### config.mk
export PLATFORM = sky130hd
export DESIGN_NAME = shift_window
export DESIGN_NICKNAME = d
export VERILOG_FILES = /design/src/rtl/shift_window_pkg.sv /design/src/rtl/shift_window_acc.sv /design/src/rtl/shift_window.sv
export SDC_FILE = /design/constraint.sdc
export NUM_CORES = 1
export LEC_CHECK = 0
export BUFFER_PORTS_ARGS = -buffer_cell sky130_fd_sc_hd__buf_2
export CAP_MARGIN = 20
export CORE_MARGIN = 2
export CORE_UTILIZATION = 50
export CTS_CLUSTER_DIAMETER = 120
export DETAILED_ROUTE_END_ITERATION = 8
export GPL_TIMING_DRIVEN = 1
export PLACE_DENSITY = 0.8
export SLEW_MARGIN = 40
export SYNTH_ARGS = -nofsm -noshare
export SYNTH_HDL_FRONTEND = slang
export SYNTH_SLANG_ARGS = --single-unit
### constraint.sdc
create_clock -name clock -period 3 [get_ports clock]
set_clock_uncertainty 0.2 [all_clocks]
set_input_delay 0.3 -clock clock [delete_from_list [all_inputs] [get_ports clock]]
set_output_delay 0.3 -clock clock [all_outputs]
set_load 0.01 [all_outputs]
### src/rtl/shift_window_pkg.sv
`default_nettype none
// ---------------------------------------------------------------------
// shift_window_pkg : shared defaults and width helpers for shift_window
// Rev 1.0
// ---------------------------------------------------------------------
package shift_window_pkg;

  localparam int DEFAULT_DATA_W = 8;
  localparam int DEFAULT_DEPTH  = 3;

  // Accumulator width: wide enough for DEPTH full-scale samples.
  function automatic int sum_w(input int data_w, input int depth);
    return data_w + $clog2(depth);
  endfunction

  function automatic int fill_w(input int depth);
    return $clog2(depth + 1);
  endfunction

endpackage
`default_nettype wire

### src/rtl/shift_window_acc.sv
`default_nettype none
// ---------------------------------------------------------------------
// shift_window_acc : incremental running sum of the shift_window taps
// Rev 1.0
// ---------------------------------------------------------------------
module shift_window_acc
  import shift_window_pkg::*;
#(
  parameter int DATA_W = DEFAULT_DATA_W,
  parameter int DEPTH  = DEFAULT_DEPTH
) (
  input  logic                             clock,
  input  logic                             reset_n,
  input  logic                             clear,
  input  logic                             shift_en,
  input  logic [DATA_W-1:0]                din,
  input  logic [DATA_W-1:0]                tap_last,
  output logic [sum_w(DATA_W, DEPTH)-1:0]  sum
);

  localparam int SW = sum_w(DATA_W, DEPTH);

  logic [SW-1:0] r_sum;

  // Modular wrap of the intermediate is harmless: the true result always fits SW bits.
  always_ff @(posedge clock or negedge reset_n) begin
    if (!reset_n) begin
      r_sum <= '0;
    end else if (clear) begin
      r_sum <= '0;
    end else if (shift_en) begin
      r_sum <= r_sum + SW'(din) - SW'(tap_last);
    end
  end

  assign sum = r_sum;

endmodule
`default_nettype wire

### src/rtl/shift_window.sv
`default_nettype none
// ---------------------------------------------------------------------
// shift_window : DEPTH-tap sliding sample window with fill tracking;
// optional running sum when SHIFT_WINDOW_SUM_EN is defined.  Rev 1.0
// ---------------------------------------------------------------------
module shift_window
  import shift_window_pkg::*;
#(
  parameter int DATA_W = DEFAULT_DATA_W,
  parameter int DEPTH  = DEFAULT_DEPTH
) (
  input  logic                            clock,
  input  logic                            reset_n,
  input  logic                            shift_en,
  input  logic                            clear,
  input  logic [DATA_W-1:0]               din,
  output logic [DATA_W*DEPTH-1:0]         taps,
  output logic [fill_w(DEPTH)-1:0]        fill_count,
  output logic                            window_full,
  output logic                            win_strobe
`ifdef SHIFT_WINDOW_SUM_EN
  ,
  output logic [sum_w(DATA_W, DEPTH)-1:0] sum_out
`endif
);

  localparam int               CNT_W       = fill_w(DEPTH);
  localparam logic [CNT_W-1:0] c_DEPTH_CNT = CNT_W'(DEPTH);

  logic [CNT_W-1:0] r_count;
  logic             r_strobe;

  for (genvar gi = 0; gi < DEPTH; gi++) begin : g_tap
    logic [DATA_W-1:0] w_src;
    logic [DATA_W-1:0] r_q;

    if (gi == 0) begin : g_head
      assign w_src = din;
    end else begin : g_body
      assign w_src = g_tap[gi-1].r_q;
    end

    always_ff @(posedge clock or negedge reset_n) begin
      if (!reset_n) begin
        r_q <= '0;
      end else if (clear) begin
        r_q <= '0;
      end else if (shift_en) begin
        r_q <= w_src;
      end
    end

    assign taps[gi*DATA_W +: DATA_W] = r_q;
  end

  // Strobe fires when the accepted shift lands the count on DEPTH.
  always_ff @(posedge clock or negedge reset_n) begin
    if (!reset_n) begin
      r_count  <= '0;
      r_strobe <= 1'b0;
    end else if (clear) begin
      r_count  <= '0;
      r_strobe <= 1'b0;
    end else if (shift_en) begin
      if (r_count != c_DEPTH_CNT) begin
        r_count <= r_count + CNT_W'(1);
      end
      r_strobe <= (r_count >= (c_DEPTH_CNT - CNT_W'(1)));
    end else begin
      r_strobe <= 1'b0;
    end
  end

  assign fill_count  = r_count;
  assign window_full = (r_count == c_DEPTH_CNT);
  assign win_strobe  = r_strobe;

`ifdef SHIFT_WINDOW_SUM_EN
  shift_window_acc #(
    .DATA_W (DATA_W),
    .DEPTH  (DEPTH)
  ) u_acc (
    .clock    (clock),
    .reset_n  (reset_n),
    .clear    (clear),
    .shift_en (shift_en),
    .din      (din),
    .tap_last (g_tap[DEPTH-1].r_q),
    .sum      (sum_out)
  );
`endif

endmodule
`default_nettype wire
; ---- Word level (Yosys, flattened, before mapping)
; Cells that the tools add are included.
[totals]
out_inout_bits = 28
in_bits = 12
word_cells = 23
ff_bits = 27
[classes]
n_mux = 11
magnitude_cmp = 1
n_eq_ne = 2
addsub = 1
reduce_logical = 3
[op_table]
columns = operator, n
row1 = 8-bit 2-to-1 mux, 6
row2 = 2-bit 2-to-1 mux, 3
row3 = 2-bit nonzero test, 2
row4 = "2-bit by 1-bit adder with 2-bit output, second input constant", 1
row5 = "2-bit == test, second input constant", 1
row6 = "2-bit >= comparator, second input constant", 1
row7 = 1-bit 2-to-1 mux, 2
row8 = "2-bit inequality test, second input constant", 1
row9 = 2-bit AND reduction, 1

; ---- Logic depth before layout (Yosys ltp)
[logic_depth]
ltp_word = 4
mapped_depth = 4
ltp_nobuf = 4

; ---- Worst setup path after synthesis
; Ideal clock, no wire load.
[synth_path]
path_kind = register to register
start = register r_count[0] (netlist: fill_count[0])
end = register r_count[0] (netlist: fill_count[0])
required_ps = 2675
period_less_slack_ps = 1474
arrival_ps = 1149
path_stages_with_launch = 4
path_buffers = 0
slack_ps = 1526
setup_time_ps = 125
cell_sequence = dfrtp_1 > ha_1 > nor2b_4 > mux2_4
[synth_between]
elab_chain_cells = 4
elab_cells_between_ends = 7
classes_between = add/sub (1) / eq/ne (1) / mux (3) / reduce/logical (2)
[synth_lines]
columns = item, line_no
row1 = "start, declared", shift_window.sv:30  ; logic [CNT_W-1:0] r_count;
row2 = "start signal, assigned", shift_window.sv:66  ; r_count <= r_count + CNT_W'(1);
row3 = 2-bit by 1-bit adder with 2-bit output, shift_window.sv:66
row4 = 2-bit 2-to-1 mux, shift_window.sv:65  ; if (r_count != c_DEPTH_CNT) begin
row5 = 2-bit 2-to-1 mux, shift_window.sv:64  ; end else if (shift_en) begin
row6 = 2-bit 2-to-1 mux, shift_window.sv:61  ; end else if (clear) begin
; Parallel ways exist; a longest one is shown, timed or not. The select of a mux whose other input is x is not followed.
; A chain may end at the register's enable or synchronous reset.

; ---- Worst setup path after layout
[layout_path]
start = register r_count[0] (netlist: fill_count[0])
end = output window_full
[layout_between]
elab_chain_cells = 1
[layout_lines]
columns = item, line_no
row1 = 2-bit == test, shift_window.sv:75  ; assign window_full = (r_count == c_DEPTH_CNT);
row2 = "end, declared", shift_window.sv:19  ; output logic window_full,
; Every way passes these cells.

==> tab_implementation.tex <==
\begin{tabular}{lr}
\hline
Metric & Value \\
\hline
\multicolumn{2}{l}{\textbf{Pwr}} \\
\quad Power density relative to cell area & approximately 450 nW/um\^{}2 \\
\quad Reported leakage power & roughly 0.81 nW \\
\quad VDD IR max & between 300 and 400 uV \\
\multicolumn{2}{l}{\textbf{STA}} \\
\quad Transition at the pin with the smallest max-transition slack & slightly above 0.7 ns \\
\quad Remaining max-slew budget at the tightest pin & a little over half \\
\quad Final-report hold violation count & 0 \\
\quad Final Slew Violations & 0 \\
\quad Min Hold Slack & between 0.015 and 0.02 ns \\
\quad Total negative slack for setup checks & 0 ns \\
\quad Period utilisation layout & between 50\% and 60\% \\
\quad Final setup fails & 0 \\
\quad Setup repair after global routing missed its margin & no \\
\quad Achievable Freq & approximately 600 MHz \\
\quad Minimum period implied by the final worst setup slack & 1.66 ns \\
\multicolumn{2}{l}{\textbf{Clocking}} \\
\quad Hold-fix buffers, CTS & 1 \\
\quad Count of instances resized after the clock tree is built & 0 \\
\quad CTS Buf Count & 3 \\
\quad TritonCTS clock tree & built \\
\quad Number of setup buffers added after CTS & 0 \\
\quad Clock-pin slew of the registers on the worst-case setup and hold paths & roughly 0.13 ns \\
\quad CTS sink count & 27 \\
\quad CTS H-Tree Depth & 1 \\
\quad Buffer type at the clock tree root & clkbuf\_4 \\
\quad Maximum root-to-sink buffer count & 2 \\
\quad Worst-skew pair later-pin latency & 0.31 ns \\
\multicolumn{2}{l}{\textbf{Placement}} \\
\quad Port Buffers & 39 \\
\quad Area after detailed placement & 1340 um\^{}2 \\
\quad RePlAce Congestion & 0.641 \\
\quad Half-perimeter wire length after detailed placement & roughly 1400 um \\
\multicolumn{2}{l}{\textbf{Critical path}} \\
\quad Critical path, cell by cell & ha\_1 > buf\_2 \\
\quad R2r setup slk & 1.55 ns \\
\quad Maximum fanout along the worst path & 5 \\
\quad Type of the worst setup path & flop to output pin \\
\quad Critical-path cell with the highest stage delay & dfrtp\_1 \\
\quad Kind of cell adding the most delay to the critical path & flip-flops \\
\quad Startpoint type of the worst setup path & flop \\
\quad Endpoint of the lowest-slack register-to-register path & fill\_count[0] \\
\quad Arrival time at the worst endpoint & 1.16 ns \\
\quad Reg2reg path depth & 3 \\
\quad CP bufs+invs & 1 \\
\quad Largest stage delay on the critical path & around 0.44 ns \\
\quad Critical register-to-register path startpoint & fill\_count[0] \\
\quad Required time at the worst-slack endpoint & about 2.5 ns \\
\quad CP Capture Type & output pin \\
\multicolumn{2}{l}{\textbf{Synthesis}} \\
\quad Share of synthesized registers carrying an async set or reset & between 90\% and 100\% \\
\quad Nets in the synthesized netlist & 107 \\
\quad Synth area leaders & dfrtp\_1 (58\%), mux2i\_1 (21\%), nor2\_1 (8.7\%) \\
\quad Avg Inst Size Synth & around 13 um\^{}2 \\
\quad Area share of the largest cell type after synthesis & around 58\% \\
\quad Top FF cell, synth & dfrtp\_1 \\
\quad Top post-synthesis cells by count & dfrtp\_1 (27), nor2\_1 (27), mux2i\_1 (24) \\
\quad Number of synthesized flops with an enable pin & 0 \\
\quad Count of state elements after synthesis & 27 \\
\quad Yosys Warn Count & 0 \\
\quad Unique masters post-synth & 12 \\
\quad Combined area of all synthesized cells & about 1200 um\^{}2 \\
\quad Sequential element share of the synthesized area & around 58\% \\
\quad Yosys top cell by area & dfrtp\_1 \\
\quad Number of cells produced by synthesis & 93 \\
\multicolumn{2}{l}{\textbf{Routing}} \\
\quad Post-route DRC & 0 \\
\quad Routed wire length & 1950 um \\
\quad Detailed-router iteration count before antenna repair & 4 \\
\quad Mean routed wirelength per cell & around 12 um \\
\quad Number of design-rule violations left by the first detailed-router iteration & 6 \\
\quad Via count & a little under 800 \\
\quad Number of nets with antenna violations after routing & 0 \\
\quad Detail-routed via count per cell & 4.90 \\
\multicolumn{2}{l}{\textbf{Die}} \\
\quad Placeable Area & 2210 um\^{}2 \\
\quad Cell Rows & 17 \\
\quad Boundary Pins & 40 \\
\quad Die X & between 50 and 60 um \\
\quad Die Span Y & $\sim$52 um \\
\quad Initial Util & 52.7\% \\
\quad Die Area & 2730 um\^{}2 \\
\multicolumn{2}{l}{\textbf{Worst hold path}} \\
\quad Worst hold-check path type & primary input to flop \\
\quad Destination of the worst hold path & g\_tap[0].r\_q[2] \\
\quad Worst Hold Path Cells & 3 \\
\quad Min-delay src & din[2] \\
\multicolumn{2}{l}{\textbf{GRT}} \\
\quad Gr ovfl total & 0 \\
\quad Met3 track utilization from global routing & around 2.6\% \\
\quad Highest-utilization routing layer at the global route stage & met2 \\
\quad Fraction of met1 tracks used by global routing & 21.3\% \\
\quad Largest net degree at the start of global routing & 30 \\
\quad Grt met2 use & approximately 23\% \\
\quad Overall Global Routing Usage & between 15 and 20\% \\
\quad Antenna violations before repair & 0 \\
\quad Wire length of the first global-routing pass & roughly 3000 um \\
\quad Vias in the first global route & 687 \\
\multicolumn{2}{l}{\textbf{Layout}} \\
\quad Antenna cells & 0 \\
\quad Cell area after layout & approximately 1400 um\^{}2 \\
\quad Final core area utilization & 62.2\% \\
\quad Share of layout cells above drive strength 1 & between 30\% and 40\% \\
\quad Final \#Nets & between 100 and 150 \\
\quad Synthesis-to-finish area growth & 18.0\% \\
\multicolumn{2}{l}{\textbf{Outcome}} \\
\quad Outcome & finished clean \\
\multicolumn{2}{l}{\textbf{Flow run}} \\
\quad Max-cap violations & 0 \\
\hline
\end{tabular}
per-stage QoR:
step                      setup slack (ns)  instances  power, mW
after floorplan                       1.53         93      0.453
after global placement                1.22        154      0.480
after detailed placement              1.19        154      0.483
after CTS                             1.33        159      0.633
after global routing                  1.27        159      0.660
final                                 1.34        159      0.625
power breakdown:
group	leakage [nW]	switching, mW	internal, mW
registers	0.368	0.0115	0.378
logic	0.431	0.0462	0.0393
clock network	0.0150	0.0975	0.0520
total	0.814	0.155	0.470
worst max-delay path by stage:
stage          slack (ns)       endpoint  cells after the start          start
2_1_floorplan        1.53  fill_count[0]                      3  fill_count[0]
4_1_cts              1.33    window_full                      2  fill_count[1]
5_1_grt              1.27    window_full                      2  fill_count[0]
6_report             1.34    window_full                      2  fill_count[0]
3_5_place_dp         1.19  fill_count[1]                      3       shift_en
3_3_place_gp         1.22  fill_count[0]                      3       shift_en
flip-flops by register name, summed over array words and instances, names as in the netlist:
register / count
g_tap.r_q: 24
fill_count: 2
win_strobe: 1
tightest hold or removal path: stages:
cell and delay, ns:
buf_2 0.07, mux2i_1 0.05, nor2_1 0.07
area by class of cell:
cell class              count  area [um^2]
flip-flops and latches     27          676
inverters                   1         3.75
fillers                   198          836
repair buffers             40          205
multi-input cells          59          430
clock buffers               4         26.3
well taps                  28         35.0
cells by family after synthesis:
group         share of synthesized area (%)
buf+inv                                5.15
fa+ha+maj                              2.15
flops                                  57.9
mux                                    23.2
simple gates                           11.6
placed cells by master (no fill, tap or decap):
cell type,netlist,routed
mux2_4,2,2
dlygate4sd3_1,0,1
dfrtp_1,27,27
mux2i_1,24,24
buf_2,3,39
nor3b_1,1,1
ha_1,2,2
inv_1,1,1
nor2b_1,2,2
nor2b_4,1,1
clkbuf_1,0,1
nor2_1,27,27
clkbuf_4,0,3
layer usage:
| layer | up-vias | share of wire (%) |
|---|---|---|
| met5 | - | 0 |
| met4 | 0 | 2.6 |
| met3 | 4 | 5.8 |
| met2 | 27 | 47 |
| met1 | 372 | 45 |
| li1 | 376 | - |
Power figures use the tool's default switching activity.
